--- src/rtl/mac_rr_scheduler.sv ---
// Round-robin arbitrated front end for one shared 3-stage unsigned a*b+c pipeline.
// Each result returns tagged with the ID of the requester that issued it.
module mac_rr_scheduler #(
    parameter int N   = 4,
    parameter int W   = 8,
    parameter int IDW = 2
) (
    input  logic             clk,
    input  logic             rst,
    input  logic             en,
    input  logic [N-1:0]     req,
    input  logic [N*W-1:0]   a_bus,
    input  logic [N*W-1:0]   b_bus,
    input  logic [N*W-1:0]   c_bus,
    output logic [N-1:0]     gnt,
    output logic             rsp_valid,
    output logic [IDW-1:0]   rsp_id,
    output logic [2*W-1:0]   rsp_data,
    output logic [1:0]       inflight
);

    localparam int unsigned NU = N;

    logic [W-1:0]     a_arr [N];
    logic [W-1:0]     b_arr [N];
    logic [W-1:0]     c_arr [N];

    logic [IDW-1:0]   last_q, last_d;
    logic [IDW-1:0]   pick_idx;
    logic [IDW-1:0]   cand_idx;
    int unsigned      cand;
    logic             pick_found;
    logic             accept;

    logic             v1_q, v1_d;
    logic [W-1:0]     a1_q, a1_d;
    logic [W-1:0]     b1_q, b1_d;
    logic [W-1:0]     c1_q, c1_d;
    logic [IDW-1:0]   id1_q, id1_d;

    logic             v2_q, v2_d;
    logic [2*W-1:0]   p2_q, p2_d;
    logic [W-1:0]     c2_q, c2_d;
    logic [IDW-1:0]   id2_q, id2_d;

    logic             rsp_valid_q, rsp_valid_d;
    logic [IDW-1:0]   rsp_id_q, rsp_id_d;
    logic [2*W-1:0]   rsp_data_q, rsp_data_d;
    logic [1:0]       inflight_q, inflight_d;

    for (genvar gi = 0; gi < N; gi++) begin : g_unpack
        assign a_arr[gi] = a_bus[gi*W +: W];
        assign b_arr[gi] = b_bus[gi*W +: W];
        assign c_arr[gi] = c_bus[gi*W +: W];
    end

    // Scan last+1, last+2, ... modulo N; the first active request wins.
    always_comb begin
        pick_found = 1'b0;
        pick_idx   = '0;
        cand       = '0;
        cand_idx   = '0;
        for (int unsigned off = 1; off <= NU; off++) begin
            cand     = (32'(last_q) + off) % NU;
            cand_idx = cand[IDW-1:0];
            if (!pick_found && req[cand_idx]) begin
                pick_found = 1'b1;
                pick_idx   = cand_idx;
            end
        end
    end

    always_comb begin
        gnt    = '0;
        accept = pick_found & en & ~rst;
        if (accept) begin
            gnt[pick_idx] = 1'b1;
        end
        last_d = accept ? pick_idx : last_q;
    end

    // Only the granted requester's slice is ever captured, so idle slices cannot leak X.
    always_comb begin
        v1_d  = accept;
        a1_d  = a1_q;
        b1_d  = b1_q;
        c1_d  = c1_q;
        id1_d = id1_q;
        if (accept) begin
            a1_d  = a_arr[pick_idx];
            b1_d  = b_arr[pick_idx];
            c1_d  = c_arr[pick_idx];
            id1_d = pick_idx;
        end
    end

    always_comb begin
        v2_d  = v1_q;
        p2_d  = p2_q;
        c2_d  = c2_q;
        id2_d = id2_q;
        if (v1_q) begin
            p2_d  = (2*W)'(a1_q) * (2*W)'(b1_q);
            c2_d  = c1_q;
            id2_d = id1_q;
        end
    end

    always_comb begin
        rsp_valid_d = v2_q;
        rsp_id_d    = rsp_id_q;
        rsp_data_d  = rsp_data_q;
        if (v2_q) begin
            rsp_id_d   = id2_q;
            rsp_data_d = p2_q + (2*W)'(c2_q);
        end
    end

    // A result sitting in stage 3 always leaves on the next edge.
    always_comb begin
        inflight_d = inflight_q;
        case ({accept, rsp_valid_q})
            2'b10:   inflight_d = inflight_q + 2'd1;
            2'b01:   inflight_d = inflight_q - 2'd1;
            default: inflight_d = inflight_q;
        endcase
    end

    always_ff @(posedge clk) begin
        if (rst) begin
            last_q      <= IDW'(N - 1);
            v1_q        <= 1'b0;
            v2_q        <= 1'b0;
            rsp_valid_q <= 1'b0;
            rsp_id_q    <= '0;
            rsp_data_q  <= '0;
            inflight_q  <= '0;
        end else begin
            last_q      <= last_d;
            v1_q        <= v1_d;
            v2_q        <= v2_d;
            rsp_valid_q <= rsp_valid_d;
            rsp_id_q    <= rsp_id_d;
            rsp_data_q  <= rsp_data_d;
            inflight_q  <= inflight_d;
        end
    end

    always_ff @(posedge clk) begin
        a1_q  <= a1_d;
        b1_q  <= b1_d;
        c1_q  <= c1_d;
        id1_q <= id1_d;
        p2_q  <= p2_d;
        c2_q  <= c2_d;
        id2_q <= id2_d;
    end

    assign rsp_valid = rsp_valid_q;
    assign rsp_id    = rsp_id_q;
    assign rsp_data  = rsp_data_q;
    assign inflight  = inflight_q;

endmodule
--- config.mk ---
export PLATFORM = sky130hd
export DESIGN_NAME = mac_rr_scheduler
export DESIGN_NICKNAME = d
export VERILOG_FILES = /design/src/rtl/mac_rr_scheduler.sv
export SDC_FILE = /design/constraint.sdc
export NUM_CORES = 1
export LEC_CHECK = 0
export ABC_AREA = 0
export BUFFER_PORTS_ARGS = -buffer_cell sky130_fd_sc_hd__buf_2
export CORE_MARGIN = 3
export CORE_UTILIZATION = 40
export CTS_CLUSTER_SIZE = 8
export DETAILED_ROUTE_END_ITERATION = 16
export GPL_TIMING_DRIVEN = 0
export MAX_ROUTING_LAYER = met4
export SLEW_MARGIN = 15
export SYNTH_ARGS = -nofsm -noshare
export SYNTH_HDL_FRONTEND = slang
export SYNTH_SLANG_ARGS = --single-unit
--- constraint.sdc ---
create_clock -name clk -period 4.2 [get_ports clk]
set_clock_uncertainty 0.1 [all_clocks]
set_input_delay 0.21 -clock clk [delete_from_list [all_inputs] [get_ports clk]]
set_output_delay 0.21 -clock clk [all_outputs]
set_load 0.01 [all_outputs]
==> flow_summary.rst <==
.. list-table::
   :header-rows: 1

   * - Metric
     - Value
   * - Number of sinks on the clock net
     - 77
   * - Number of distinct standard cells referenced by the synthesized netlist
     - 57
   * - Area overhead of the layout relative to synthesis
     - 26.6%
   * - Max-cap check violation count
     - 0
   * - Skew-Pair Late Insertion Delay
     - 0.33 ns
   * - CP Max Fanout
     - 5
   * - Most common cell after layout, fill and taps aside
     - sky130_fd_sc_hd__buf_2
   * - CTS tree
     - built
   * - Kind of launch point of the worst setup path
     - flop
   * - Syn. warnings
     - 0
   * - Final instance area
     - 0.00761 mm2
   * - GRT Resource Usage Total
     - 16.2%
   * - Final antenna diode count
     - 0
   * - Area of placed instances
     - 0.00689 mm2
   * - Average wire length per cell after detail routing
     - 14.0 um
   * - Clock transition at the registers of the reported paths
     - 0.06 ns
   * - Iteration-0 DRC Markers
     - 145
   * - Max VDD drop
     - 0.269 mV
   * - Starting density of the core
     - 41.1%
   * - Multi-input gate area
     - 0.00379 mm2
   * - Clock root buffer
     - sky130_fd_sc_hd__clkbuf_16
   * - Portion of netlist area occupied by mux cells
     - 12.8%
   * - Critical path data arrival time
     - 4.20 ns
   * - Top library cells by usage in the layout, fill and taps aside
     - 129 x sky130_fd_sc_hd__buf_2, 77 x sky130_fd_sc_hd__mux2i_1, 57 x sky130_fd_sc_hd__inv_1
   * - Number of storage elements in the synthesis netlist
     - 77
   * - Main combinational cell family by area after synthesis
     - adder cells
   * - Worst Setup Slack, final
     - -0.0116 ns
   * - Wire length of the first global-routing pass
     - 21300 um
   * - Max_slew headroom
     - 49.6%
   * - Mean Syn Cell Area
     - 10.6 um2
   * - Synthesized netlist cell count
     - 569
   * - Top-level port count
     - 128
   * - Post-Syn Area
     - 0.00601 mm2
   * - Synthesized-area fraction occupied by and/or/nand/nor cells
     - 13.5%
   * - # placed instances
     - 879
   * - Number of iterations in the first detailed-routing pass
     - 5
   * - Post-synth top flop
     - sky130_fd_sc_hd__edfxtp_1
   * - HPWL reported at the end of detailed placement
     - 10300 um
   * - Complex-gate fraction of the synthesized area
     - 10.1%
   * - Number of nets in the synthesized netlist
     - 754
   * - Top achievable clock speed
     - 0.237 GHz
   * - Final setup violating endpoints
     - 2
   * - Hold/Removal Path Class
     - input pin to flop
   * - Number of buffer cells added on primary ports
     - 126
   * - Number of nets in the layout
     - 917
   * - Portion of the post-synthesis area used by sequential elements
     - 34.3%
   * - Final critical-path share of the clock period
     - 100%
   * - Post-synth EDFFs
     - 52
   * - Maximum number of buffers from clock root to sink
     - 2
   * - Maximum number of pins on one net before global-route repair
     - 29
   * - Violated checks
     - setup timing
   * - Summed negative setup slack over all endpoints
     - -0.0133 ns
   * - Minimum hold slack
     - 0.140 ns
   * - Max-slew violation count
     - 0
   * - # rows
     - 44
   * - Transition time of the tightest slew-check pin
     - 0.748 ns
   * - Post-route antenna net violation count
     - 0
   * - Final Hold Vio Count
     - 0
   * - Adder-Cell Fraction of Synth Area
     - 21.7%
   * - Remaining Overflow, GRT
     - 0
   * - Height of the die
     - 129 um
   * - Initial antenna violation count
     - 0
   * - Pwr Density
     - 524 mW/mm2
   * - Xor and xnor area share after synthesis
     - 1.89%
   * - CTS Hold Bufs
     - 0
   * - Final core utilization
     - 52.0%
   * - Post-route DRC violation count
     - 0
   * - Fill count
     - 1313
   * - Global placement routability congestion
     - 0.855
   * - Wire length reported by the detailed router
     - 12900 um
   * - Total number of H-tree levels
     - 3
   * - Post-layout power
     - 3.99 mW
   * - Time the final worst path needs with I/O delays and setup
     - 4.21 ns
   * - Die footprint
     - 0.0165 mm2
   * - Number of global-route vias before repair
     - 4550
   * - Cell Count, Final, Fillers Out
     - 921
   * - Leak Pwr
     - 3.52 nW
   * - Pre-CTS setup slack
     - -0.329 ns
   * - RSZ-0062 raised after global routing
     - true
   * - Total area of sequential cells
     - 0.00206 mm2
   * - CTS buffer count
     - 9
   * - Total number of vias
     - 4547
   * - Worst path required time
     - 4.18 ns
   * - WS Path Type
     - flop to flop
   * - Fraction of layout instances using a drive strength above 1
     - 29.7%
   * - Crit. End Element
     - flop
   * - Share of flip-flops with an asynchronous set or reset
     - 0%
   * - Vias per Instance
     - 4.94
   * - Run status
     - finished with violations
   * - Die Wd
     - 129 um
   * - Area of the placeable core
     - 0.0146 mm2
critical path, stage by stage, from the launching register on:
cell and delay (ns):
sky130_fd_sc_hd__edfxtp_1 0.51, sky130_fd_sc_hd__and2_4 0.20, sky130_fd_sc_hd__fa_1 0.56, sky130_fd_sc_hd__fa_1 0.44, sky130_fd_sc_hd__fa_1 0.50, sky130_fd_sc_hd__inv_1 0.05
sky130_fd_sc_hd__fa_1 0.49, sky130_fd_sc_hd__inv_2 0.05, sky130_fd_sc_hd__ha_4 0.23, sky130_fd_sc_hd__o211ai_1 0.19, sky130_fd_sc_hd__o22ai_2 0.13, sky130_fd_sc_hd__or2_1 0.27
sky130_fd_sc_hd__o221ai_2 0.16, sky130_fd_sc_hd__xnor2_1 0.08
path summary, 6_finish.rpt:
kind / endpoint / slack, ns / from / cells after the start
setup / recovery: p2_q[15] / -0.01 / b1_q[6] / 13
hold / removal: c1_q[3] / 0.14 / c_bus[3] / 3
setup reg to reg: p2_q[15] / -0.01 / b1_q[6] / 13
hold reg to reg: id2_q[1] / 0.32 / id1_q[1] / 0
power breakdown:
group,internal [mW],switching (mW)
sequential,0.974,0.0797
clock,0.580,0.285
combinational,0.992,1.08
total,2.55,1.44
what timing repair did:
action / in CTS / in global routing
gates resized for setup: 16 / 22
pin swaps: 16 / 25
gates cloned: 0 / 0
setup buffers: 13 / 14
endpoints found under the setup margin: 5 / 7
cell families (layout without fill, tap and decap cells):
group / count (synthesis) / after routing
compound gates: 80 / 80
xor+xnor: 13 / 13
fa+ha+maj: 82 / 82
buf+inv: 80 / 248
flops: 77 / 77
mux: 77 / 77
simple gates: 160 / 160
Yosys cell counts, types with 2 or more instances:
cell type	count	area [um2]
sky130_fd_sc_hd__o211a_1	3	30.0
sky130_fd_sc_hd__or3_1	5	31.3
sky130_fd_sc_hd__and2_1	40	250
sky130_fd_sc_hd__o211ai_1	2	15.0
sky130_fd_sc_hd__o311ai_1	3	26.3
sky130_fd_sc_hd__inv_2	3	11.3
sky130_fd_sc_hd__xnor2_1	8	70.1
sky130_fd_sc_hd__inv_1	60	225
sky130_fd_sc_hd__mux2i_1	77	771
sky130_fd_sc_hd__edfxtp_1	52	1560
sky130_fd_sc_hd__xor2_1	5	43.8
sky130_fd_sc_hd__a31oi_1	3	18.8
sky130_fd_sc_hd__a311oi_2	4	60.1
sky130_fd_sc_hd__a211oi_1	5	37.5
sky130_fd_sc_hd__fa_1	37	741
sky130_fd_sc_hd__a211o_1	2	17.5
sky130_fd_sc_hd__ha_1	45	563
sky130_fd_sc_hd__o21ai_1	5	25.0
sky130_fd_sc_hd__buf_1	3	11.3
sky130_fd_sc_hd__buf_2	3	15.0
sky130_fd_sc_hd__a21o_1	8	60.1
sky130_fd_sc_hd__a21oi_1	20	100
sky130_fd_sc_hd__nor2_1	32	120
sky130_fd_sc_hd__o21ai_0	9	45.0
sky130_fd_sc_hd__nand2_1	41	154
sky130_fd_sc_hd__and3_1	5	31.3
sky130_fd_sc_hd__dfxtp_1	25	500
sky130_fd_sc_hd__or2_1	2	12.5
sky130_fd_sc_hd__nand2b_1	4	25.0
sky130_fd_sc_hd__nand3_1	4	20.0
sky130_fd_sc_hd__nor4_1	5	31.3
sky130_fd_sc_hd__o22ai_1	2	12.5
sky130_fd_sc_hd__nor2b_1	6	37.5
sky130_fd_sc_hd__nor3_1	8	40.0
sky130_fd_sc_hd__clkbuf_1	5	18.8
sky130_fd_sc_hd__nand4_1	3	18.8
sky130_fd_sc_hd__buf_6	4	45.0
sky130_fd_sc_hd__buf_4	2	15.0
layout make-up:
| cell class | count | area share (%) |
|---|---|---|
| multi-input combinational | 412 | 49.8 |
| sequential | 77 | 27.1 |
| timing repair buffer | 153 | 11.1 |
| inverter | 63 | 3.11 |
| tap | 184 | 3.02 |
| clock buffer | 10 | 3.01 |
| clock inverter | 6 | 1.45 |
| buffer | 16 | 1.33 |
per-layer routing:
metal  part of all wire [%]  GRT usage [%]  vias to the layer above  wire [um]
met1                     44           21.0                     2072       5740
met3                    5.3           2.86                       18        678
li1                       -              -                     2320          -
met5                      0              -                        -          0
met4                    1.5           3.46                        0        192
met2                     49           26.8                      137       6310
sequential cells by signal (all words and copies together), names as in the netlist:
name / count
rsp_data: 16
v1_q: 1
c1_q: 8
last_q: 2
inflight: 2
b1_q: 8
rsp_valid: 1
id1_q: 2
id2_q: 2
a1_q: 8
c2_q: 8
rsp_valid_d: 1
rsp_id: 2
p2_q: 16
Power figures use the tool's default switching activity.
